## src/rtl/prng_arbiter_if.sv

```systemverilog
// prng_arbiter_if
//   Request/grant bundle between game requesters and the PRNG arbiter.
//   req     : per-requester request level
//   bound   : per-requester exclusive upper bound, slice i = [i*RW +: RW]
//   ack     : one-cycle, one-hot grant pulse
//   rnd_out : drawn value, valid only while ack is high (0 otherwise)
//   busy    : arbiter is serving a request
//   master modport = requester side, slave modport = arbiter side.
interface prng_arbiter_if #(
  parameter int NUM_REQ = 4,
  parameter int RW      = 16
);
  logic [NUM_REQ-1:0]    req;
  logic [NUM_REQ*RW-1:0] bound;
  logic [NUM_REQ-1:0]    ack;
  logic [RW-1:0]         rnd_out;
  logic                  busy;

  modport master (output req, output bound, input ack, input rnd_out, input busy);
  modport slave  (input req, input bound, output ack, output rnd_out, output busy);
endinterface

```

## src/rtl/prng_arbiter.sv

```systemverilog
// prng_arbiter
//   Shares one free-running 32-bit PRNG between NUM_REQ requesters. Each grant
//   returns a value in [0, bound) drawn by masked rejection sampling with at most
//   MAX_TRIES attempts; after the last reject the value is folded as c - b.
//   Round-robin arbitration. The block also raises the PRNG enable after reset.
// Ports
//   clk       : system clock
//   reset     : synchronous, active-low reset
//   prng_en   : PRNG enable, high from the first edge after reset release
//   prng_data : PRNG word, fresh every cycle; only [RW-1:0] is used
//   bus       : slave side of prng_arbiter_if (req, bound, ack, rnd_out, busy)
module prng_arbiter #(
  parameter int NUM_REQ   = 4,
  parameter int RW        = 16,
  parameter int MAX_TRIES = 4
) (
  input  logic             clk,
  input  logic             reset,
  output logic             prng_en,
  input  logic [31:0]      prng_data,
  prng_arbiter_if.slave    bus
);

  localparam int IW = $clog2(NUM_REQ);
  localparam int TW = (MAX_TRIES > 1) ? $clog2(MAX_TRIES) : 1;

  localparam logic [1:0] IDLE  = 2'd0;
  localparam logic [1:0] GRANT = 2'd1;
  localparam logic [1:0] DRAW  = 2'd2;
  localparam logic [1:0] DONE  = 2'd3;

  logic [1:0]    state;
  logic [IW-1:0] rr_ptr;
  logic [IW-1:0] gnt_id;
  logic [IW-1:0] pick_id;
  logic          pick_vld;
  logic [TW-1:0] tries;
  logic [RW-1:0] b;
  logic [RW-1:0] mask;
  logic [RW-1:0] res;
  logic [RW-1:0] cand;
  logic [RW-1:0] gnt_bound;
  logic          unused_prng;

  // Smallest 2^k-1 covering b-1; smearing the top set bit downwards gives it.
  function automatic logic [RW-1:0] fill_mask(input logic [RW-1:0] bnd);
    logic [RW-1:0] m;
    m = bnd - RW'(1);
    for (int i = 0; i < RW; i++) m = m | (m >> 1);
    if (bnd <= RW'(1)) m = '0;
    return m;
  endfunction

  // Since mask < 2b, a rejected candidate folds into range by one subtraction.
  function automatic logic [RW-1:0] fold(input logic [RW-1:0] c, input logic [RW-1:0] bnd);
    return (c < bnd) ? c : (c - bnd);
  endfunction

  function automatic logic [IW-1:0] rr_idx(input logic [IW-1:0] base, input int off);
    int j;
    j = int'(base) + off;
    if (j >= NUM_REQ) j = j - NUM_REQ;
    return IW'(j);
  endfunction

  assign unused_prng = ^prng_data[31:RW];
  assign gnt_bound   = bus.bound[gnt_id*RW +: RW];
  assign cand        = prng_data[RW-1:0] & mask;

  // Round-robin pick: the lowest offset from rr_ptr wins, so scan high to low.
  always_comb begin
    pick_vld = 1'b0;
    pick_id  = '0;
    for (int i = NUM_REQ - 1; i >= 0; i--) begin
      if (bus.req[rr_idx(rr_ptr, i)]) begin
        pick_vld = 1'b1;
        pick_id  = rr_idx(rr_ptr, i);
      end
    end
  end

  // Control: FSM, round-robin pointer, retry counter, PRNG enable
  always_ff @(posedge clk) begin
    if (!reset) begin
      state   <= IDLE;
      rr_ptr  <= '0;
      gnt_id  <= '0;
      tries   <= '0;
      prng_en <= 1'b0;
    end else begin
      prng_en <= 1'b1;
      case (state)
        IDLE: begin
          if (prng_en && pick_vld) begin
            gnt_id <= pick_id;
            state  <= GRANT;
          end
        end
        GRANT: begin
          tries <= '0;
          state <= (gnt_bound <= RW'(1)) ? DONE : DRAW;
        end
        DRAW: begin
          if (cand < b || tries == TW'(MAX_TRIES - 1)) state <= DONE;
          else tries <= tries + TW'(1);
        end
        DONE: begin
          rr_ptr <= (gnt_id == IW'(NUM_REQ - 1)) ? '0 : gnt_id + IW'(1);
          state  <= IDLE;
        end
        default: state <= IDLE;
      endcase
    end
  end

  // Datapath: bound/mask latched in GRANT, result refreshed every DRAW cycle
  always_ff @(posedge clk) begin
    if (state == GRANT) begin
      b    <= gnt_bound;
      mask <= fill_mask(gnt_bound);
      res  <= '0;
    end else if (state == DRAW) begin
      res  <= fold(cand, b);
    end
  end

  // Outputs: result is presented only in DONE
  always_comb begin
    bus.ack     = '0;
    bus.rnd_out = '0;
    if (state == DONE) begin
      bus.ack[gnt_id] = 1'b1;
      bus.rnd_out     = res;
    end
  end

  assign bus.busy = (state != IDLE);

endmodule

```

## src/flat_wrapper.sv

```systemverilog
// flat-port wrapper written by rule: the top's interface ports become plain ports
module prng_arbiter_flat 
#(
  parameter int NUM_REQ   = 4,
  parameter int RW        = 16,
  parameter int MAX_TRIES = 4
)
  (clk, reset, prng_en, prng_data, bus_req, bus_bound, bus_ack, bus_rnd_out, bus_busy);
  prng_arbiter_if #(.NUM_REQ(NUM_REQ), .RW(RW)) bus_i ();
  input  logic clk;
  input  logic reset;
  output logic prng_en;
  input  logic [31:0] prng_data;
  input wire logic [$bits(bus_i.req)-1:0] bus_req;
  input wire logic [$bits(bus_i.bound)-1:0] bus_bound;
  output wire logic [$bits(bus_i.ack)-1:0] bus_ack;
  output wire logic [$bits(bus_i.rnd_out)-1:0] bus_rnd_out;
  output wire logic [$bits(bus_i.busy)-1:0] bus_busy;
  assign bus_i.req = bus_req;
  assign bus_i.bound = bus_bound;
  assign bus_ack = bus_i.ack;
  assign bus_rnd_out = bus_i.rnd_out;
  assign bus_busy = bus_i.busy;
  prng_arbiter #(.NUM_REQ(NUM_REQ), .RW(RW), .MAX_TRIES(MAX_TRIES)) u_core (.clk(clk), .reset(reset), .prng_en(prng_en), .prng_data(prng_data), .bus(bus_i));
endmodule
```

## config.mk

```make
export PLATFORM = sky130hd
export DESIGN_NAME = prng_arbiter_flat
export DESIGN_NICKNAME = d
export VERILOG_FILES = /design/src/rtl/prng_arbiter_if.sv /design/src/rtl/prng_arbiter.sv /design/src/flat_wrapper.sv
export SDC_FILE = /design/constraint.sdc
export NUM_CORES = 1
export LEC_CHECK = 0
export BUFFER_PORTS_ARGS = -buffer_cell sky130_fd_sc_hd__buf_2
export CORE_ASPECT_RATIO = 0.75
export CORE_MARGIN = 10
export CORE_UTILIZATION = 45
export CTS_CLUSTER_DIAMETER = 100
export CTS_CLUSTER_SIZE = 24
export DETAILED_ROUTE_END_ITERATION = 8
export PLACE_DENSITY = 0.81
export SLEW_MARGIN = 10
export SYNTH_ARGS = -nofsm -noshare
export SYNTH_HDL_FRONTEND = slang
export SYNTH_SLANG_ARGS = --single-unit
export TNS_END_PERCENT = 10
```

## constraint.sdc

```tcl
create_clock -name clk -period 11 [get_ports clk]
set_input_delay 2.2 -clock clk [delete_from_list [all_inputs] [get_ports clk]]
set_output_delay 2.2 -clock clk [all_outputs]
set_load 0.05 [all_outputs]
```

# [Word-level counts from Yosys, hierarchy flattened]
# Index checks and enable logic that the tools add are counted.
[classes] bitwise_logic=17 n_eq_ne=8 n_mux=33 n_addsub=11 n_reduce_logical=9 shifts=1 order_cmp=12
[op_table] cell="$or 16x15->16" count=16
[op_table] cell="$shiftx 64x7->16" count=1
[op_table] cell="$mux 16" count=2
[op_table] cell="$mux 2" count=12
[op_table] cell="$and 16x16->16" count=1
[op_table] cell="$le 16x1->1 const B" count=1
[op_table] cell="$lt 16x16->1" count=1
[op_table] cell="$sub 16x1->16 const B" count=1
[op_table] cell="$sub 16x16->16" count=1
[op_table] cell="$lt 2x3->1 const B" count=5
[op_table] cell="$mux 1" count=11
[op_table] cell="$ge 3x3->1 const B" count=3
[op_table] cell="$bmux 1 s2" count=4
[op_table] cell="$eq 2x2->1 const B" count=4
[op_table] cell="$pmux 2 s4" count=1
[op_table] cell="$sub 2x1->2 const B" count=4
[op_table] cell="$add 2x2->3 const B" count=2
[op_table] cell="$reduce_and 2->1" count=3
[op_table] cell="$add 2x1->2 const B" count=2
[op_table] cell="$mux 4" count=1
[op_table] cell="$ne 2x1->1 const B" count=2
[op_table] cell="$pmux 2 s2" count=1
[op_table] cell="$reduce_bool 2->1" count=2
[op_table] cell="$add 2x1->3 const B" count=1
[op_table] cell="other kinds (8)" count=9
[word_totals] out_inout_bits=22 ff_bits=57 elab_cells=99

# [Logic depth before layout (Yosys ltp)]
[logic_depth] ltp_word=18 depth_mapped=14 depth_no_buf=11

# [Least setup slack after synthesis]
# No wires, ideal clock.
[synth_path] kind="input-to-reg" from="input bus_bound[49]" to="register u_core.mask[4] (data pin)" n_path_buf=1 path_stages=12 t_arrival_ps=4693 required_time_ps=10725 slack_ps=6032 path_cell_list="mux4_2 inv_1 ha_1 buf_1 inv_1 nor4_2 a32oi_1 or2_1 a21oi_2 and3_4 and3b_1 a31oi_1"
[synth_via] elab_chain_len=18 word_cells_on_any_way=19 classes_between="add/sub (1); order compare (1); shift (1); bitwise (16)"
[synth_rtl] item="start: declaration" line="flat_wrapper.sv:15" text="input wire logic [$bits(bus_i.bound)-1:0] bus_bound;"
[synth_rtl] item="$shiftx 64x7->16 (*)" line="prng_arbiter.sv:67" text="assign gnt_bound = bus.bound[gnt_id*RW +: RW];"
[synth_rtl] item="$sub 16x1->16" line="prng_arbiter.sv:48" text="m = bnd - RW'(1);"
[synth_rtl] item="$or 16x15->16 (16 in a row)" line="prng_arbiter.sv:49" text="for (int i = 0; i < RW; i++) m = m | (m >> 1);"
[synth_rtl] item="end signal: assignment" line="prng_arbiter.sv:120" text="mask <= fill_mask(gnt_bound);"
[synth_rtl] item="end: declaration" line="prng_arbiter.sv:39" text="logic [RW-1:0] mask;"
# Mark *: on every way between the ends. The rest lies on a longest branch, timed or not.
# A chain may end at the register's enable or synchronous reset.

# [Worst setup path in the final report]
[layout_path] from="input bus_bound[33]" to="register u_core.mask[0] (data pin)"
[layout_via] elab_chain_len=18 word_cells_on_any_way=19 classes_between="add/sub (1); order compare (1); shift (1); bitwise (16)"
[layout_rtl] item="$shiftx 64x7->16 (*)" line="prng_arbiter.sv:67"
[layout_rtl] item="via u_core.gnt_bound[1]" line="prng_arbiter.sv:42" text="logic [RW-1:0] gnt_bound;"
[layout_rtl] item="$sub 16x1->16" line="prng_arbiter.sv:48"
[layout_rtl] item="$or 16x15->16 (16 in a row)" line="prng_arbiter.sv:49"
# The timed path passes the listed nets; every way through them passes the cells marked *.

==> run metrics <==
status=finished clean; Top-Level Pins=approximately 120; grt total ovfl=0; Cell Area, Synth=about 0.0043 mm²; FF-to-FF path depth=11; drt total wl=11820 µm; wire per inst=around 17 µm; pin count of the biggest net entering global routing=52; core footprint=about 0.009 mm²; Worst path top cell family by delay=simple AND/OR/NAND/NOR gates; most used cell, CP=inv_1; initial core utilization=a little under half; vias after detailed routing=around 3900; Worst Path Buf+Inv=3; Yosys warning count=0; sequential area share after synthesis=~34%; Clock Skew=0.008903 ns; ys flop type=edfxtp_1; CTS Buffer Depth=2; DRC=0; Final Critical Period=between 5 and 6 ns; Clock transition at path regs=~0.050 ns; CP required=11.02 ns; I/O Buffers=around 110; Root Buffer=clkbuf_16; max-capacitance violation count=0; Yosys cell types=66; flops & latches, synth=57; kind of critical path=in -> reg; asr flop ratio synth=0%; Post-Syn Instances=between 400 and 500; Worst-Margin Slew=1.107 ns; hold buffer count at CTS=0; CTS Sinks=between 50 and 60; DIE WIDTH=about 130 µm; via density per instance=between 5 and 6; max_slew headroom=between 20 and 30%; Final HPWL DP=9343 µm; number of enable flip-flop cells after synthesis=32; routability congestion estimate=between 0.8 and 0.9; Synth top area share=22.16%; initial drt markers=392; final period utilization=between 40% and 50%; clk_lat worst skew=between 0.3 and 0.4 ns; initial antenna violation count=0; Rows=30; die area=roughly 0.014 mm²; DRT Pass-1 Iters=5; CP Depth=12; Crit. End Element=flip-flop; average size of a mapped cell=9.425 µm²; CP endpoint=u_core.mask[0]$_SDFFCE_PN0P_; H-tree depth=3; Fin. Hold Viols=0; Crit Path Max Fanout=7; R2R Path Start=u_core.gnt_id[1]$_SDFFE_PN0P_; Layout area overhead=21.21%; first-pass GRT wire length=between 15000 and 20000 µm; RSZ-0062 raised after global routing=false; Worst setup startpoint=bus_bound[33]; Hold Path Class=reg -> reg; CTS Buf Count=9; synth top area cells=edfxtp_1, dfxtp_1, ha_1, mux4_2, and2_1; Post-CTS Resized=0; power per cell area=about 210 mW/mm²; Cell Area, Placed=0.004956 mm²; Syn Nets=between 500 and 600; r2r endpoint=u_core.mask[0]$_SDFFCE_PN0P_; Ant. Diodes=0; gr usage total=around 17%; final core occ=about 57%; CP cell instances=buf_2, mux4_2, inv_1, ha_1, inv_1, nor4_2, a32oi_1, or2_1, a21oi_2, and2_1, and4_1, a21oi_1; Setup TNS=0 ns; FMAX=just under 0.2 GHz; slowest cell delay on critical path=between 0.6 and 0.7 ns; Synth area leader=edfxtp_1; CP Data Arrival Time=between 5 and 6 ns; Pins Over Slew Limit=0; CTS tree=yes; fin area=0.005255 mm²; Die H=about 110 µm; share of layout cells above drive strength 1=between 20 and 30%; reg2reg setup slack=roughly 7 ns; vias in the first global route=a little under 4000; Antenna Nets Post-Route=0; leak pwr=approximately 0.0021 µW; Crit-path slowest cell=nor4_2; # setup viols final=0; Worst VDD drop=~0.00012 V; # Post-CTS Setup Buffers=0; CP Launch Type=input port; Final nets=between 600 and 700
-- cell usage in the layout (no fill, tap or decap), types with 19 or more instances in the layout --
cell	netlist	routed
a21oi_1	25	25
and2_1	35	35
buf_2	5	107
dfxtp_1	25	25
edfxtp_1	32	32
ha_1	29	28
inv_1	33	33
nand2_1	19	19
nor2_1	47	47
o21ai_0	22	22
-- worst register-to-register path, stage by stage, from the launching register on --
cell and delay (ns):
dfxtp_1 0.84, mux4_2 0.49, inv_1 0.14, ha_1 0.34, inv_1 0.13, nor4_2 0.65
a32oi_1 0.09, or2_1 0.27, a21oi_2 0.23, and2_1 0.23, and4_1 0.24, a21oi_1 0.08
-- power breakdown --
| part | leakage [µW] | internal, µW | switching, µW |
|---|---|---|---|
| sequential | 0.000464 | 296 | 27.9 |
| clock | 0.000145 | 181 | 94.9 |
| combinational | 0.00152 | 192 | 309 |
-- flip-flops by register name, indices dropped and copies added, names as in the netlist --
name and flops:
u_core.b 16, u_core.gnt_id 2, u_core.mask 16, u_core.prng_en 1
u_core.res 16, u_core.rr_ptr 2, u_core.state 2, u_core.tries 2
-- Yosys cell counts (6+ instances only) --
cell,count
ha_1,29
nor2b_1,12
nand2_1,19
dfxtp_1,25
inv_1,33
a21oi_1,25
edfxtp_1,32
a311oi_1,10
o21ai_0,22
clkbuf_1,12
mux4_2,16
xnor2_1,16
nand3_1,13
and2_1,35
nor2_1,47
nor3b_1,6
-- metal layers --
layer,wire length [µm],part of all wire (%),GRT usage [%],vias up
li1,-,-,-,1910
met4,78,0.66,2.636,0
met2,5110,43,25.21,182
met5,0,0,0,-
met1,5422,46,21.60,1811
met3,1210,10,7.177,10
-- area by class of cell --
class | count | area, µm²
fill | 852 | 3979
multi-input combinational | 349 | 2653
sequential | 57 | 1461
timing repair buffer | 110 | 558.0
clock buffer | 11 | 242.7
tap | 128 | 160.2
inverter | 33 | 123.9
clock inverter | 5 | 56.30
-- stage by stage --
stage                     total power, µW  setup WS, ns  instances  hold slack, ns
final                                1101         5.797        693          0.4853
after global routing                 1176         5.609        693          0.5066
after CTS                            1100         5.816        693          0.4913
after detailed placement            817.6         5.480        677          0.4848
after global placement              800.3         5.570        677          0.4776
after floorplan                     704.6         6.032        460          0.4570
-- cell families after synthesis --
| family | Yosys count | share of synthesized area, % |
|---|---|---|
| AO/OA/AOI/OAI | 113 | 17.86 |
| XOR/XNOR | 20 | 4.040 |
| adder cells (fa/ha/maj) | 30 | 8.831 |
| buffers and inverters | 54 | 5.166 |
| flip-flops | 57 | 33.71 |
| multiplexers | 20 | 9.235 |
| AND/OR/NAND/NOR | 166 | 21.15 |
-- worst min path at each step --
stage | from | end | depth (start not counted)
2_1_floorplan | u_core.res[12]$_SDFFE_PP0P_ | u_core.res[12]$_SDFFE_PP0P_ | 2
3_3_place_gp | u_core.res[2]$_SDFFE_PP0P_ | u_core.res[2]$_SDFFE_PP0P_ | 2
3_5_place_dp | u_core.res[6]$_SDFFE_PP0P_ | u_core.res[6]$_SDFFE_PP0P_ | 2
4_1_cts | u_core.res[6]$_SDFFE_PP0P_ | u_core.res[6]$_SDFFE_PP0P_ | 2
5_1_grt | u_core.res[5]$_SDFFE_PP0P_ | u_core.res[5]$_SDFFE_PP0P_ | 2
6_report | u_core.res[12]$_SDFFE_PP0P_ | u_core.res[12]$_SDFFE_PP0P_ | 2
No activity file was read; power rests on OpenSTA's default activity.
